File: src/rtl/ballplayer_img_cmd_ctrl_pkg.sv
`default_nettype none
// ============================================================================
// Module      : ballplayer_pkg
// Description : Shared constants, FSM state type and image-ID step helpers
//               for the image-selection command controller.
// Revision    : 1.0 - initial release
// ============================================================================
package ballplayer_pkg;

    // Image ID width. It covers up to 8 images.
    localparam int ID_W = 3;

    // Key indices for the non-direct-select keys.
    localparam int KEY_PREV = 8;
    localparam int KEY_NEXT = 9;
    localparam int KEY_AUTO = 10;
    localparam int KEY_HOME = 11;

    typedef enum logic [0:0] {
        IDLE = 1'b0,
        REQ  = 1'b1
    } state_t;

    // Next ID, wrapping from n-1 back to 0.
    function automatic logic [ID_W-1:0] id_next(input logic [ID_W-1:0] id, input int n);
        return (int'(id) == n - 1) ? '0 : id + ID_W'(1);
    endfunction

    // Previous ID, wrapping from 0 to n-1.
    function automatic logic [ID_W-1:0] id_prev(input logic [ID_W-1:0] id, input int n);
        return (id == '0) ? ID_W'(n - 1) : id - ID_W'(1);
    endfunction

endpackage
`default_nettype wire

File: src/rtl/ballplayer_img_cmd_ctrl_if.sv
`default_nettype none
// ============================================================================
// Module      : ballplayer_img_cmd_ctrl_if
// Description : Image request channel to the LCD display (valid/ready).
//               master: controller side, slave: display side.
//               req_valid / req_id flow master->slave, req_ready back.
// Revision    : 1.0 - initial release
// ============================================================================
interface ballplayer_img_cmd_ctrl_if;
    import ballplayer_pkg::*;

    logic            req_valid;
    logic            req_ready;
    logic [ID_W-1:0] req_id;

    modport master (output req_valid, output req_id, input req_ready);
    modport slave  (input req_valid, input req_id, output req_ready);

endinterface
`default_nettype wire

File: src/rtl/ballplayer_img_cmd_ctrl_hold_repeat.sv
`default_nettype none
// ============================================================================
// Module      : ballplayer_hold_repeat
// Description : Hold-to-repeat timer for one key. After a start pulse, while
//               the key stays held, fires tick after REPEAT_DLY cycles and
//               then every REPEAT_PER cycles. Releasing the key disarms it.
// Ports       : clk, rst_n     - clock, async active-low reset
//               held           - debounced key level
//               start          - decoded press of this key
//               tick           - one-cycle repeat request
// Revision    : 1.0 - initial release
// ============================================================================
module ballplayer_hold_repeat #(
    parameter int REPEAT_DLY = 6000000,
    parameter int REPEAT_PER = 2400000
) (
    input  wire logic clk,
    input  wire logic rst_n,
    input  wire logic held,
    input  wire logic start,
    output logic      tick
);

    localparam int MAX_CNT = (REPEAT_DLY > REPEAT_PER) ? REPEAT_DLY : REPEAT_PER;
    localparam int CNT_W   = (MAX_CNT > 1) ? $clog2(MAX_CNT) : 1;

    logic             armed;
    logic             rep_phase;  // 0: initial delay, 1: periodic repeat
    logic [CNT_W-1:0] cnt;
    logic [CNT_W-1:0] limit;

    assign limit = rep_phase ? CNT_W'(REPEAT_PER - 1) : CNT_W'(REPEAT_DLY - 1);
    assign tick  = armed & held & (cnt == limit);

    always_ff @(posedge clk or negedge rst_n) begin
        if (!rst_n) begin
            armed     <= 1'b0;
            rep_phase <= 1'b0;
            cnt       <= '0;
        end else if (!held) begin
            armed     <= 1'b0;
            rep_phase <= 1'b0;
            cnt       <= '0;
        end else if (start) begin
            armed     <= 1'b1;
            rep_phase <= 1'b0;
            cnt       <= '0;
        end else if (armed) begin
            if (cnt == limit) begin
                cnt       <= '0;
                rep_phase <= 1'b1;
            end else begin
                cnt <= cnt + 1'b1;
            end
        end
    end

endmodule
`default_nettype wire

File: src/rtl/ballplayer_img_cmd_ctrl.sv
`default_nettype none
// ============================================================================
// Module      : ballplayer_img_cmd_ctrl
// Description : Image-selection command controller. Decodes keyboard pulses,
//               hold-repeat and auto-slideshow ticks into a target image ID
//               and forwards it to the display over a valid/ready channel.
// Ports       : clk, rst_n   - 12 MHz clock, async active-low reset
//               key_pulse    - one-cycle press pulses (16 keys)
//               key_out      - debounced held levels (16 keys)
//               req          - image request channel (master)
//               cur_id       - last ID accepted by the display
//               auto_on      - slideshow mode active
//               cmd_pulse    - one cycle per target update
// Revision    : 1.0 - initial release
// ============================================================================
module ballplayer_img_cmd_ctrl
    import ballplayer_pkg::*;
#(
    parameter int NUM_IMAGES = 8,
    parameter int AUTO_CNT   = 36000000,
    parameter int REPEAT_DLY = 6000000,
    parameter int REPEAT_PER = 2400000
) (
    input  wire logic                 clk,
    input  wire logic                 rst_n,
    input  wire logic [15:0]          key_pulse,
    input  wire logic [15:0]          key_out,
    ballplayer_img_cmd_ctrl_if.master req,
    output logic [ID_W-1:0]           cur_id,
    output logic                      auto_on,
    output logic                      cmd_pulse
);

    localparam int AUTO_W = (AUTO_CNT > 1) ? $clog2(AUTO_CNT) : 1;

    // Keys that mean something: in-range direct selects plus keys 8..11.
    // Masked keys behave as if never pressed, so they cannot win priority.
    localparam logic [7:0]  SEL_MASK = 8'((1 << NUM_IMAGES) - 1);
    localparam logic [15:0] KEY_MASK = {4'b0000, 4'b1111, SEL_MASK};

    logic [15:0]       keys;
    logic              win_hit;
    logic [3:0]        win_idx;
    logic              cmd_valid;
    logic [ID_W-1:0]   cmd_id;
    logic              kbd_evt;
    logic              auto_toggle;
    logic [1:0]        rep_start;   // [0]: prev key, [1]: next key
    logic [1:0]        rep_tick;
    logic              auto_tick;
    logic [AUTO_W-1:0] auto_cnt;
    logic [ID_W-1:0]   target;
    logic              pending;
    logic              pending_d;
    logic              take;
    state_t            state;
    state_t            state_d;
    logic [ID_W-1:0]   req_id_q;
    logic [ID_W-1:0]   req_id_d;
    logic [ID_W-1:0]   cur_id_d;
    logic              unused_keys;

    assign unused_keys = ^{key_out[15:10], key_out[7:0]};

    // ---------------------------------------------------------------- decode
    assign keys = key_pulse & KEY_MASK;

    // Lowest-index valid key wins.
    always_comb begin
        win_hit = 1'b0;
        win_idx = 4'd0;
        for (int i = 15; i >= 0; i--) begin
            if (keys[i]) begin
                win_hit = 1'b1;
                win_idx = 4'(i);
            end
        end
    end

    generate
        for (genvar g = 0; g < 2; g++) begin : g_rep
            ballplayer_hold_repeat #(
                .REPEAT_DLY (REPEAT_DLY),
                .REPEAT_PER (REPEAT_PER)
            ) u_rep (
                .clk   (clk),
                .rst_n (rst_n),
                .held  (key_out[KEY_PREV + g]),
                .start (rep_start[g]),
                .tick  (rep_tick[g])
            );
        end
    endgenerate

    assign auto_tick = auto_on & (auto_cnt == AUTO_W'(AUTO_CNT - 1));

    // Priority: key pulses, then prev repeat, next repeat, then auto tick.
    always_comb begin
        cmd_valid   = 1'b0;
        cmd_id      = target;
        kbd_evt     = 1'b0;
        auto_toggle = 1'b0;
        rep_start   = 2'b00;
        if (win_hit) begin
            kbd_evt = 1'b1;
            if (win_idx < 4'd8) begin
                cmd_valid = 1'b1;
                cmd_id    = win_idx[ID_W-1:0];
            end else if (win_idx == 4'(KEY_PREV)) begin
                cmd_valid    = 1'b1;
                cmd_id       = id_prev(target, NUM_IMAGES);
                rep_start[0] = 1'b1;
            end else if (win_idx == 4'(KEY_NEXT)) begin
                cmd_valid    = 1'b1;
                cmd_id       = id_next(target, NUM_IMAGES);
                rep_start[1] = 1'b1;
            end else if (win_idx == 4'(KEY_AUTO)) begin
                auto_toggle = 1'b1;
            end else begin
                cmd_valid = 1'b1;
                cmd_id    = '0;
            end
        end else if (rep_tick[0]) begin
            kbd_evt   = 1'b1;
            cmd_valid = 1'b1;
            cmd_id    = id_prev(target, NUM_IMAGES);
        end else if (rep_tick[1] && !key_out[KEY_PREV]) begin
            // Holding prev as well suppresses next repeats.
            kbd_evt   = 1'b1;
            cmd_valid = 1'b1;
            cmd_id    = id_next(target, NUM_IMAGES);
        end else if (auto_tick) begin
            cmd_valid = 1'b1;
            cmd_id    = id_next(target, NUM_IMAGES);
        end
    end

    always_ff @(posedge clk or negedge rst_n) begin
        if (!rst_n) begin
            auto_on   <= 1'b0;
            auto_cnt  <= '0;
            target    <= '0;
            cmd_pulse <= 1'b0;
        end else begin
            auto_on   <= auto_on ^ auto_toggle;
            cmd_pulse <= cmd_valid;
            if (cmd_valid) begin
                target <= cmd_id;
            end
            if (kbd_evt || !auto_on || auto_tick) begin
                auto_cnt <= '0;
            end else begin
                auto_cnt <= auto_cnt + 1'b1;
            end
        end
    end

    // ------------------------------------------------------------------- FSM
    always_ff @(posedge clk or negedge rst_n) begin
        if (!rst_n) begin
            state    <= IDLE;
            pending  <= 1'b0;
            req_id_q <= '0;
            cur_id   <= '0;
        end else begin
            state    <= state_d;
            pending  <= pending_d;
            req_id_q <= req_id_d;
            cur_id   <= cur_id_d;
        end
    end

    always_comb begin
        state_d  = state;
        req_id_d = req_id_q;
        cur_id_d = cur_id;
        take     = 1'b0;
        case (state)
            IDLE: begin
                if (pending) begin
                    state_d  = REQ;
                    req_id_d = target;
                    take     = 1'b1;
                end
            end
            REQ: begin
                if (req.req_ready) begin
                    cur_id_d = req_id_q;
                    if (pending) begin
                        req_id_d = target;
                        take     = 1'b1;
                    end else begin
                        state_d = IDLE;
                    end
                end
            end
            default: state_d = IDLE;
        endcase
        // A new command in the same cycle re-arms pending (last wins).
        pending_d = cmd_valid | (pending & ~take);
    end

    assign req.req_valid = (state == REQ);
    assign req.req_id    = req_id_q;

endmodule
`default_nettype wire

File: src/flat_wrapper.sv
// flat-port wrapper written by rule: the top's interface ports become plain ports
module ballplayer_img_cmd_ctrl_flat import ballplayer_pkg::*;
#(
    parameter int NUM_IMAGES = 8,
    parameter int AUTO_CNT   = 36000000,
    parameter int REPEAT_DLY = 6000000,
    parameter int REPEAT_PER = 2400000
)
  (clk, rst_n, key_pulse, key_out, cur_id, auto_on, cmd_pulse, req_req_valid, req_req_id, req_req_ready);
  ballplayer_img_cmd_ctrl_if req_i ();
  input  wire logic clk;
  input  wire logic rst_n;
  input  wire logic [15:0] key_pulse;
  input  wire logic [15:0] key_out;
  output logic [ID_W-1:0] cur_id;
  output logic auto_on;
  output logic cmd_pulse;
  output wire logic [$bits(req_i.req_valid)-1:0] req_req_valid;
  output wire logic [$bits(req_i.req_id)-1:0] req_req_id;
  input wire logic [$bits(req_i.req_ready)-1:0] req_req_ready;
  assign req_req_valid = req_i.req_valid;
  assign req_req_id = req_i.req_id;
  assign req_i.req_ready = req_req_ready;
  ballplayer_img_cmd_ctrl #(.NUM_IMAGES(NUM_IMAGES), .AUTO_CNT(AUTO_CNT), .REPEAT_DLY(REPEAT_DLY), .REPEAT_PER(REPEAT_PER)) u_core (.clk(clk), .rst_n(rst_n), .key_pulse(key_pulse), .key_out(key_out), .req(req_i), .cur_id(cur_id), .auto_on(auto_on), .cmd_pulse(cmd_pulse));
endmodule
File: config.mk
export PLATFORM = sky130hd
export DESIGN_NAME = ballplayer_img_cmd_ctrl_flat
export DESIGN_NICKNAME = d
export VERILOG_FILES = /design/src/rtl/ballplayer_img_cmd_ctrl_pkg.sv /design/src/rtl/ballplayer_img_cmd_ctrl_if.sv /design/src/rtl/ballplayer_img_cmd_ctrl_hold_repeat.sv /design/src/rtl/ballplayer_img_cmd_ctrl.sv /design/src/flat_wrapper.sv
export SDC_FILE = /design/constraint.sdc
export NUM_CORES = 1
export LEC_CHECK = 0
export CELL_PAD_IN_SITES_DETAIL_PLACEMENT = 1
export CELL_PAD_IN_SITES_GLOBAL_PLACEMENT = 2
export CORE_MARGIN = 1
export CORE_UTILIZATION = 39
export CTS_CLUSTER_DIAMETER = 50
export DETAILED_ROUTE_END_ITERATION = 7
export PLACE_DENSITY_LB_ADDON = 0.1
export SLEW_MARGIN = 5
export SYNTH_ARGS = -nofsm -noshare
export SYNTH_HDL_FRONTEND = slang
export SYNTH_SLANG_ARGS = --single-unit
File: constraint.sdc
create_clock -name clk -period 4.3 [get_ports clk]
set_input_delay 1.075 -clock clk [delete_from_list [all_inputs] [get_ports clk]]
set_output_delay 1.075 -clock clk [all_outputs]
set_load 0.005 [all_outputs]
==> flow_metrics.env <==
export IMPL_grt_first_pass_wirelength_um=22350
export IMPL_crit_end="u_core.g_rep[0].u_rep.cnt[21]"
export IMPL_layout_commonest_cell="dfrtp_1"
export IMPL_gr_total_overflow=0
export IMPL_syn_avg_cell_area_um2=9.192
export IMPL_drt_iter0_markers=175
export IMPL_critPathLaunchType="primary input"
export IMPL_synth_nets=582
export IMPL_power_leakage_nw=2.377
export IMPL_synthArstFlopShare_pct=100.0
export IMPL_start_util_pct=40.65
export IMPL_ys_seq_area_share_pct=44.87
export IMPL_yosysWarnings=0
export IMPL_rr_worst_depth=8
export IMPL_num_vias=4190
export IMPL_setup_viol=0
export IMPL_track_usage_pct=21.69
export IMPL_viasPerCell=5.564
export IMPL_grt_max_degree=40
export IMPL_cts_setup_buffers=0
export IMPL_finalNonFillerCells=753
export IMPL_cts_buffers=9
export IMPL_synthToLayoutAreaGrowth_pct=17.12
export IMPL_synth_flop_cell="dfrtp_1"
export IMPL_fillers=1447
export IMPL_rrSetupSlack_ns=1.35
export IMPL_clock_sinks=89
export IMPL_cp_max_fo=12
export IMPL_io_pins=44
export IMPL_ant_nets=0
export IMPL_antenna_found_initial=0
export IMPL_r2r_end="u_core.g_rep[0].u_rep.cnt[21]"
export IMPL_synth_edf_count=0
export IMPL_dp_hpwl_um=9095
export IMPL_endpoint_kind="flip-flop"
export IMPL_final_layout_size_suffix_gt1_share_pct=9.060
export IMPL_cts_htree_levels=3
export IMPL_hold_viol=0
export IMPL_die_w_um=114.8
export IMPL_antenna_cells=0
export IMPL_grt_pass1_vias=4478
export IMPL_report_final_slew_viol_count=0
export IMPL_peakVddDrop_mv=0.1519
export IMPL_required_ns=4.55
export IMPL_postCtsHoldBufs=0
export IMPL_crit_start="key_pulse[11]"
export IMPL_cts_root_buf="clkbuf_16"
export IMPL_port_buffers=25
export IMPL_die_area_um2=13180
export IMPL_fmax_mhz=274.3
export IMPL_rows=40
export IMPL_die_height_um=114.8
export IMPL_drtPass1Iterations=4
export IMPL_tns_ns=0
export IMPL_wl_per_cell_um=16.98
export IMPL_synth_area_um2=4964
export IMPL_hold_class="reg2reg"
export IMPL_worst_pin_slew_ns=0.9472
export IMPL_ctsResizeCount=0
export IMPL_slew_headroom_pct=36.62
export IMPL_wirelength_um=12790
export IMPL_clkTransAtPathRegs_ns=0.07
export IMPL_min_period_over_period_pct=84.77
export IMPL_drc=0
export IMPL_gp_congestion=0.7792
export IMPL_finalNetCount=622
export IMPL_cap_violations=0
export IMPL_rsz0062_at_grt="false"
export IMPL_dp_cells=737
export IMPL_synth_seq_cells=89
export IMPL_postSynthCellCount=540
export IMPL_critical_path_class="in2reg"
export IMPL_clock_path_buffers=2
export IMPL_power_density_nw_per_um2=325.3
export IMPL_cts_tree="done"
export IMPL_status="completed"
export IMPL_clk_latency_ns=0.35
export IMPL_cp_arrival_ns=3.90
export IMPL_fin_crit_ns=3.645
export IMPL_core_um2=12210
export IMPL_synth_distinct_cells=56
export IMPL_skew_ns=0.005248
export IMPL_regToRegStartpoint="u_core.g_rep[0].u_rep.cnt[21]"
export IMPL_mostFrequentLayoutCells="dfrtp_1 (89), nor2_1 (72), nand2_1 (64)"
-- per-stage QoR --
| stage | area (µm²) | setup WS, ns | utilization, % | total power, mW | hold WS [ns] |
|---|---|---|---|---|---|
| 3_5_place_dp | 5483 | 0.2960 | 44.90 | 1.034 | 0.4761 |
| 2_1_floorplan | 4964 | 1.407 | - | 0.9528 | 0.4395 |
| 4_1_cts | 5813 | 0.6527 | 47.60 | 1.916 | 0.4918 |
| 6_report | 5813 | 0.6550 | 47.60 | 1.891 | 0.4925 |
| 3_3_place_gp | 5483 | 0.4600 | 44.90 | 1.028 | 0.4533 |
| 5_1_grt | 5813 | 0.4204 | 47.60 | 1.969 | 0.5340 |
-- power breakdown --
part           internal (mW)  switching [mW]  leakage, nW
clock                  0.526           0.347        0.151
combinational         0.0637          0.0804         1.01
sequential             0.854          0.0203         1.22
-- state kept, by name, indices dropped and copies added (netlist names), 2 cells and up --
signal,flops
u_core.auto_cnt,26
u_core.cur_id,3
u_core.g_rep.u_rep.armed,2
u_core.g_rep.u_rep.cnt,46
u_core.g_rep.u_rep.rep_phase,2
u_core.req.req_id,3
u_core.target,3
-- worst max-delay path, cell delays in order --
cell,delay [ns]
clkdlybuf4s50_1,0.50
nor2_1,0.07
o31ai_1,0.55
a211o_1,0.28
o21ai_1,0.22
nor2_1,0.80
o2bb2a_1,0.33
o31ai_1,0.08
-- cell usage after synthesis, drive strengths merged, types with 2 or more instances --
master   instances  share of area, %
o31ai           11               1.7
xnor2           15               2.6
nand3b           8               1.2
nor4             9               1.1
and4             9               1.6
ha               7               1.8
or4b             2              0.55
and2             9               1.1
nor2b            9               1.1
nor4b            6               1.1
dfrtp           89                45
buf              7              0.96
a21oi           17               1.7
and3            20               2.5
nor3            10               1.0
nand4b           4              0.71
a22o             3              0.53
nand2b           4              0.50
a22oi            2              0.30
nand2           66               5.1
xor2            22               3.9
nor4bb           7               1.4
clkbuf           7              0.53
a2111oi          2              0.48
mux2i            2              0.40
nand3           22               2.2
a211o            5              0.88
a31oi            2              0.25
o211ai           6              0.91
o2bb2a           2              0.40
and4b            3              0.61
or2              2              0.25
nand4            9               1.1
mux2             5               1.1
nor2            72               5.4
inv             10              0.76
nor3b            2              0.53
a211oi           4              0.91
or3              2              0.25
o21ai           37               3.7
-- metal layers --
layer	share of wire [%]	global-route usage [%]	wire length (µm)	vias up
li1	-	-	-	2023
met1	48	28.52	6106	2109
met2	47	37.01	6072	47
met3	3.5	3.005	443	11
met4	1.3	7.013	164	0
met5	0	0	0	-
-- worst min-delay path by stage --
| stage | end | start | slack [ns] | cells past startpoint |
|---|---|---|---|---|
| final | u_core.req.req_valid | u_core.pending | 0.49 | 2 |
| after global routing | u_core.req.req_id[1] | u_core.req.req_id[1] | 0.53 | 2 |
| after CTS | u_core.req.req_valid | u_core.pending | 0.49 | 2 |
| after detailed placement | u_core.req.req_valid | u_core.pending | 0.48 | 2 |
| after global placement | u_core.req.req_valid | u_core.pending | 0.45 | 2 |
| after floorplan | u_core.req.req_valid | u_core.pending | 0.44 | 2 |
-- kinds of logic (layout without fill, tap and decap cells) --
group                    Yosys count  count (layout)  synth area share [%]
AO/OA/AOI/OAI                    101             101                 13.56
XOR/XNOR                          37              37                 6.529
adder cells (fa/ha/maj)            7               7                 1.764
buffers and inverters             24              69                 2.244
flip-flops                        89              89                 44.87
multiplexers                       7               7                 1.538
AND/OR/NAND/NOR                  275             275                 29.49
-- layout make-up --
type	instances	area [µm²]	area share, %
sequential	89	2227	38.31
tap	168	210.2	3.616
inverter	10	37.54	0.6457
timing repair buffer	43	382.9	6.586
clock inverter	6	91.34	1.571
multi-input combinational	427	2625	45.16
clock buffer	10	239.0	4.111
No activity file was read; power rests on OpenSTA's default activity.
